==> config.mk <==
export PLATFORM = sky130hd
export DESIGN_NAME = alu_accumulator_seq
export DESIGN_NICKNAME = d
export VERILOG_FILES = /design/src/rtl/alu_accumulator_seq.sv
export SDC_FILE = /design/constraint.sdc
export NUM_CORES = 1
export LEC_CHECK = 0
export BUFFER_PORTS_ARGS = -buffer_cell sky130_fd_sc_hd__buf_2
export CAP_MARGIN = 5
export CORE_UTILIZATION = 30
export DETAILED_ROUTE_END_ITERATION = 16
export PLACE_DENSITY = 0.54
export RECOVER_POWER = 25
export SLEW_MARGIN = 20
export SYNTH_ARGS = -nofsm -noshare
export SYNTH_HDL_FRONTEND = slang
export SYNTH_SLANG_ARGS = --single-unit
==> constraint.sdc <==
create_clock -name clk -period 2.7 [get_ports clk]
set_input_delay 0 -clock clk [delete_from_list [all_inputs] [get_ports clk]]
set_output_delay 0 -clock clk [all_outputs]
set_load 0.03 [all_outputs]
==> src/rtl/alu_accumulator_seq.sv <==
`default_nettype none
// ============================================================================
// Module   : alu_accumulator_seq
// Brief    : Handshaked 8-bit accumulator ALU with iterative 4x4 shift-add MUL.
// Revision : 1.0 - initial release
// ============================================================================
module alu_accumulator_seq #(
    parameter int MUL_STEPS = 4
) (
    input  logic       clk,
    input  logic       resetn,
    input  logic       op_valid,
    output logic       op_ready,
    input  logic [2:0] func,
    input  logic [3:0] a,
    input  logic       clr,
    output logic       res_valid,
    output logic       busy,
    output logic [7:0] reg_q
);

    localparam logic [1:0] S_IDLE = 2'd0;
    localparam logic [1:0] S_EXEC = 2'd1;
    localparam logic [1:0] S_MUL  = 2'd2;
    localparam logic [1:0] S_DONE = 2'd3;

    localparam logic [2:0] F_ADD   = 3'd0;
    localparam logic [2:0] F_ORXOR = 3'd1;
    localparam logic [2:0] F_ANY   = 3'd2;
    localparam logic [2:0] F_CAT   = 3'd3;
    localparam logic [2:0] F_SHL   = 3'd4;
    localparam logic [2:0] F_SHR   = 3'd5;
    localparam logic [2:0] F_MUL   = 3'd6;
    localparam logic [2:0] F_HOLD  = 3'd7;

    localparam logic [1:0] LAST_STEP = 2'(MUL_STEPS - 1);

    logic [1:0] state_q, state_d;
    logic [3:0] a_q, a_d;
    logic [3:0] b_q, b_d;
    logic [2:0] func_q, func_d;
    logic       clr_q, clr_d;
    logic [1:0] cnt_q, cnt_d;
    logic [7:0] acc_q, acc_d;
    logic [7:0] reg_d;
    logic [7:0] exec_res;
    logic [7:0] acc_step;

    // reg_q cannot change while an op is in flight, so it serves directly as R.
    always_comb begin
        exec_res = reg_q;
        if (clr_q) begin
            exec_res = 8'h00;
        end else begin
            case (func_q)
                F_ADD:   exec_res = {4'b0, a_q} + {4'b0, b_q};
                F_ORXOR: exec_res = {a_q | b_q, a_q ^ b_q};
                F_ANY:   exec_res = {7'b0, (|a_q) | (|b_q)};
                F_CAT:   exec_res = {a_q, b_q};
                F_SHL:   exec_res = a_q[3] ? 8'h00 : (reg_q << a_q[2:0]);
                F_SHR:   exec_res = a_q[3] ? 8'h00 : (reg_q >> a_q[2:0]);
                F_MUL:   exec_res = reg_q;
                F_HOLD:  exec_res = reg_q;
                default: exec_res = reg_q;
            endcase
        end
    end

    assign acc_step = b_q[cnt_q] ? (acc_q + ({4'b0, a_q} << cnt_q)) : acc_q;

    always_comb begin
        state_d = state_q;
        a_d     = a_q;
        b_d     = b_q;
        func_d  = func_q;
        clr_d   = clr_q;
        cnt_d   = cnt_q;
        acc_d   = acc_q;
        reg_d   = reg_q;
        case (state_q)
            S_IDLE: begin
                if (op_valid) begin
                    a_d    = a;
                    b_d    = reg_q[3:0];
                    func_d = func;
                    clr_d  = clr;
                    cnt_d  = 2'd0;
                    acc_d  = 8'h00;
                    state_d = (!clr && func == F_MUL) ? S_MUL : S_EXEC;
                end
            end
            S_EXEC: begin
                reg_d   = exec_res;
                state_d = S_DONE;
            end
            S_MUL: begin
                acc_d = acc_step;
                cnt_d = cnt_q + 2'd1;
                if (cnt_q == LAST_STEP) begin
                    reg_d   = acc_step;
                    state_d = S_DONE;
                end
            end
            S_DONE: begin
                state_d = S_IDLE;
            end
            default: state_d = S_IDLE;
        endcase
    end

    always_ff @(posedge clk or negedge resetn) begin
        if (!resetn) begin
            state_q <= S_IDLE;
            a_q     <= 4'h0;
            b_q     <= 4'h0;
            func_q  <= 3'h0;
            clr_q   <= 1'b0;
            cnt_q   <= 2'd0;
            acc_q   <= 8'h00;
            reg_q   <= 8'h00;
        end else begin
            state_q <= state_d;
            a_q     <= a_d;
            b_q     <= b_d;
            func_q  <= func_d;
            clr_q   <= clr_d;
            cnt_q   <= cnt_d;
            acc_q   <= acc_d;
            reg_q   <= reg_d;
        end
    end

    assign op_ready  = (state_q == S_IDLE);
    assign busy      = (state_q != S_IDLE);
    assign res_valid = (state_q == S_DONE);

endmodule
`default_nettype wire

# --- After elaboration in Yosys (flattened, before gate mapping) ---
# Index checks and enable logic that the tools add are counted.
classes:
  add_sub_neg: 3
  magnitude_cmp: 1
  shifts: 3
  reduce_logical: 14
  n_bitwise: 3
  n_mux: 17
  n_eq_ne: 15
ops:
  columns: ["operator", "n"]
  rows:
  - ["8-bit two-way mux", 6]
  - ["8-bit one-hot mux with 6 select lines", 1]
  - ["8-bit one-hot mux with 2 select lines", 2]
  - ["3-bit == test, second input constant", 5]
  - ["8-bit adder", 1]
  - ["2-bit two-way mux", 4]
  - ["2-bit one-hot mux with 4 select lines", 1]
  - ["4-bit OR reduction", 2]
  - ["4-bit by 2-bit left shift with 8-bit output", 1]
  - ["8-bit by 3-bit left shift with 8-bit output", 1]
  - ["8-bit by 3-bit >> shifter with 8-bit output", 1]
  - ["2-bit == test, second input constant", 3]
  - ["3-bit by 2-bit == test with 1-bit output, second input constant", 2]
  - ["2-bit AND reduction", 3]
  - ["2-bit nonzero test", 3]
  - ["4-bit by 4-bit adder with 5-bit output", 1]
  - ["2-bit inequality test, second input constant", 2]
  - ["4-bit bitwise OR", 1]
  - ["2-bit one-hot mux with 2 select lines", 1]
  - ["4-bit bitwise XOR", 1]
  - ["3-bit by 1-bit == test with 1-bit output, second input constant", 1]
  - ["3-bit logical NOT", 1]
  - ["2-bit by 3-bit < comparator with 1-bit output, second input constant", 1]
  - ["3-bit inequality test, second input constant", 1]
  - ["other kinds (10)", 10]
word_totals:
  elab_cells: 64
  register_bits: 32

# --- Logic depth before layout (Yosys ltp) ---
depth:
  depth_word: 5
  depth_mapped: 13
  mapped_depth_nobuf: 10

# --- Worst setup path after synthesis ---
# OpenSTA, ideal clock, no wires.
synth_path:
  kind: "register -> register"
  from: "register a_q[1]"
  to: "register reg_q[6]"
  stages_incl_launch_ff: 14
  t_arrival_ps: 2638
  t_required_ps: 2558
  setup_slack_ps: -79
  path_buffers: 3
  synth_period_minus_slack_ps: 2779
  path_cell_list: "dfrtp_1 > buf_2 > buf_2 > clkbuf_1 > nand2_1 > o21ai_0 > nor2_1 > a21oi_1 > ha_1 > and3_1 > o21ai_1 > a21oi_1 > a2111oi_0 > o311ai_1"
synth_via:
  elab_chain_cells: 5
synth_lines:
  columns: ["item", "line_no", "text"]
  rows:
  - ["start, declared", "39", "logic [3:0] a_q, a_d;"]
  - ["start signal, assigned", "114", "a_q <= 4'h0;"]
  - ["start signal, assigned", "123", "a_q <= a_d;"]
  - ["4-bit by 2-bit left shift with 8-bit output, or another cell as far along", "69", "assign acc_step = b_q[cnt_q] ? (acc_q + ({4'b0, a_q} << cnt_q)) : acc_q;"]
  - ["8-bit adder, or another cell as far along", "69", null]
  - ["8-bit two-way mux or 8-bit one-hot mux with 6 select lines (tied branches)", "69, 55", null]
  - ["8-bit two-way mux (on tied branches)", "99, 52", null]
  - ["8-bit one-hot mux with 2 select lines (*)", "80", "case (state_q)"]
  - ["end signal, assigned", "129", "reg_q <= reg_d;"]
  - ["end, declared", "19", "output logic [7:0] reg_q"]
# Every way passes the cells marked *; elsewhere a longest branch is shown, timed or not. The select of a mux whose other input is x is not followed.
# A chain may end at the register's enable or synchronous reset.

# --- Worst setup path in the final report ---
layout_path:
  from: "register cnt_q[0]"
  to: "register acc_q[6]"
layout_via:
  elab_chain_cells: 4
layout_lines:
  columns: ["item", "line_no", "text"]
  rows:
  - ["start, declared", "43", "logic [1:0] cnt_q, cnt_d;"]
  - ["start signal, assigned", "127", "cnt_q <= cnt_d;"]
  - ["4-bit by 2-bit left shift with 8-bit output or 1-bit binary-select mux with 2-bit select (tied branches)", "69", null]
  - ["8-bit adder or 1-bit two-way mux (tied branches)", "69", null]
  - ["8-bit two-way mux (*)", "69", null]
  - ["8-bit one-hot mux with 2 select lines (*)", "80", null]
  - ["end signal, assigned", "119", "acc_q <= 8'h00;"]
  - ["end signal, assigned", "128", "acc_q <= acc_d;"]
  - ["end, declared", "44", "logic [7:0] acc_q, acc_d;"]
# Marks and branches as above.

==> impl_metrics.env <==
export IMPL_status="finished, violations left"
export IMPL_violations="max-capacitance violations, max-slew violations"
export IMPL_cts_inserted_buffers=5
export IMPL_finalInstanceArea_um2=3470
export IMPL_cts_sinks=32
export IMPL_fin_util_pct=35.6
export IMPL_vias=2701
export IMPL_via_per_inst=5.52
export IMPL_clkLatencyLatePin_ns=0.28
export IMPL_gr_usage_all_layers_pct=16.7
export IMPL_ioPinCount=22
export IMPL_io_buffers=21
export IMPL_grt_overflow=0
export IMPL_whs_path_depth=4
export IMPL_yosys_warnings=0
export IMPL_met3WireLength_um=412
export IMPL_required_ns=2.85
export IMPL_grt_start_max_net_pins=33
export IMPL_yosysTopAreaCell="dfrtp_1"
export IMPL_r2r_cells=8
export IMPL_cp_max_fo=8
export IMPL_ant_nets=0
export IMPL_irDropWorstVdd_v=0.000609
export IMPL_rsz0062_at_grt="no"
export IMPL_antenna_found_initial=0
export IMPL_fin_nets=389
export IMPL_slew_headroom_pct=-25.6
export IMPL_min_path_type="input port to register"
export IMPL_clk_transition_reported_paths_ns=0.07
export IMPL_synth_seq_area_share_pct=26.8
export IMPL_synthDistinctLibCells=64
export IMPL_die_area_um2=10400
export IMPL_clock_skew_ns=0.00797
export IMPL_cts_setup_buffers=0
export IMPL_grt_pass1_wl_mm=13.1
export IMPL_critPathLaunch="cnt_q[0]$_DFFE_PN0P_"
export IMPL_first_iter_violations=167
export IMPL_die_h_um=102
export IMPL_syn_inst=326
export IMPL_power_density_nw_per_um2=1240
export IMPL_wl_met1_mm=3.91
export IMPL_syn_area_um2=2990
export IMPL_cts_tree="built"
export IMPL_ys_seq_elements=32
export IMPL_placedInstanceArea_um2=3240
export IMPL_drc=0
export IMPL_highest_layer="met4"
export IMPL_fin_crit_ns=2.44
export IMPL_fmaxAchievable_ghz=0.409
export IMPL_initial_core_util_pct=30.7
export IMPL_worst_setup_path_end_kind="register"
export IMPL_grt_pass1_vias=2469
export IMPL_setup_tns_ns=0
export IMPL_layout_drive_gt1_share_pct=19.9
export IMPL_cellLeakagePower_nw=1.46
export IMPL_finalHoldViolations=0
export IMPL_rows=36
export IMPL_syn_to_final_growth_pct=16.2
export IMPL_dr_pass1_iters=5
export IMPL_coreArea_um2=9730
export IMPL_start_kind="register"
export IMPL_drv_cap=1
export IMPL_routed_wl_met2_mm=3.80
export IMPL_clockBufferDepth=2
export IMPL_final_min_period_over_clock_period_pct=90.5
export IMPL_syn_num_nets=360
export IMPL_die_w_um=102
export IMPL_synth_top_area_share_pct=26.8
export IMPL_drv_slew=33
export IMPL_r2r_start="cnt_q[0]$_DFFE_PN0P_"
export IMPL_htreeDepth=2
export IMPL_yosys_most_used_dff="dfrtp_1"
export IMPL_fillers=1038
export IMPL_worst_pin_slew_ns=1.88
export IMPL_arrival_ns=2.59
export IMPL_cts_root_buf="clkbuf_8"
export IMPL_synth_area_leaders="dfrtp_1, ha_1, mux4_2"
export IMPL_synth_enable_flop_cells=0
export IMPL_gp_congestion=0.920
export IMPL_async_flop_share_pct=100
export IMPL_min_from="op_valid"
export IMPL_wirelength_mm=8.23
export IMPL_dp_hpwl_mm=6.14
export IMPL_worstSetupPathType="register to register"
export IMPL_setup_viol=0
export IMPL_syn_area_per_cell_um2=9.16
export IMPL_antenna_cells=0
export IMPL_wl_per_cell_um=16.8
==> where the power goes <==
part / switching [W] / total, W / leakage [nW] / internal (W)
Combinational: 0.00167 / 0.00284 / 0.984 / 0.00118
Clock: 0.000186 / 0.000512 / 0.0645 / 0.000326
Sequential: 0.000277 / 0.000936 / 0.412 / 0.000659
==> state kept, by name, indices dropped and copies added, names as in the netlist <==
name and cells:
acc_q 8, cnt_q 2, func_q 3, a_q 4
b_q 4, clr_q 1, state_q 2, reg_q 8
==> synthesized netlist by cell type (all sizes together), types with 4 or more instances <==
cell,number
mux4,10
mux2i,9
nor3b,4
nand2,26
a22o,4
nor2b,5
a2111oi,4
nor3,7
and3,4
o211ai,7
o21ai,25
a31oi,10
mux2,14
buf,9
nor2,23
nand2b,5
a21oi,14
ha,21
inv,18
nor4b,4
clkbuf,12
dfrtp,32
==> through the flow <==
stage / hold slack (ns) / power (W) / cells / setup slack [ns]
after floorplan: -0.296 / 0.00302 / 326 / 0.0485
after CTS: 0.271 / 0.00428 / 489 / 0.135
after detailed placement: 0.135 / 0.00373 / 472 / 0.182
final: 0.278 / 0.00429 / 489 / 0.257
after global placement: 0.135 / 0.00371 / 472 / 0.274
after global routing: 0.298 / 0.00465 / 489 / 0.0393
==> final cells by class <==
type	count	area, µm²	area share (%)
clock buffers	7	96.3	2.78
clock inverters	1	30.0	0.866
multi-input cells	255	2020	58.2
flip-flops and latches	32	801	23.1
well taps	133	166	4.80
repair buffers	43	290	8.37
inverters	18	67.6	1.95
==> critical path: stages, from the launching register on <==
cell	delay, ns
dfrtp_1	0.51
nor3_1	0.11
ha_1	0.23
fa_1	0.42
and3_1	0.18
o21ai_1	0.22
a21oi_1	0.11
a2111oi_2	0.39
o21ai_1	0.13
==> cell families (layout without fill, tap and decap cells) <==
family                   count (synthesis)  in the layout  share of synthesized area (%)
AO/OA/AOI/OAI                           97             97                           22.3
XOR/XNOR                                 3              3                          0.880
adder cells (fa/ha/maj)                 23             23                           10.1
buffers and inverters                   39             69                           5.99
flip-flops                              32             32                           26.8
multiplexers                            33             33                           15.8
AND/OR/NAND/NOR                         99             99                           18.0
==> metal layers <==
| metal | vias up | GRT usage [%] |
|---|---|---|
| li1 | 1299 | - |
| met1 | 1304 | 24.3 |
| met2 | 89 | 26.4 |
| met3 | 9 | 2.14 |
| met4 | 0 | 3.90 |
| met5 | - | 0 |
==> worst paths after layout <==
check                                   endpoint  slack (ns)
setup / recovery            acc_q[6]$_DFFE_PN0P_        0.26
hold / removal              acc_q[2]$_DFFE_PN0P_        0.28
setup reg to reg            acc_q[6]$_DFFE_PN0P_        0.26
hold reg to reg             acc_q[4]$_DFFE_PN0P_        0.53
max in group asynchronous  func_q[1]$_DFFE_PN0P_        0.84
min in group asynchronous   acc_q[4]$_DFFE_PN0P_        0.77
==> cells in the final DEF (no fill, tap or decap), types with 8 or more instances in the layout <==
master,count
inv_1,16
a21oi_1,14
mux4_2,10
ha_1,21
nor2_1,22
mux2_2,13
buf_4,13
dlygate4sd3_1,9
nand2_1,26
o21ai_1,8
dfrtp_1,32
buf_2,19
o21ai_0,17
mux2i_1,9
a31oi_1,10
==> what timing repair did <==
action                     4_1_cts  5_1_grt
hold endpoints to repair        40        0
gates resized for setup          0        2
hold buffers                     9        0
setup endpoints to repair        0        3
No activity file was read; power rests on OpenSTA's default activity.
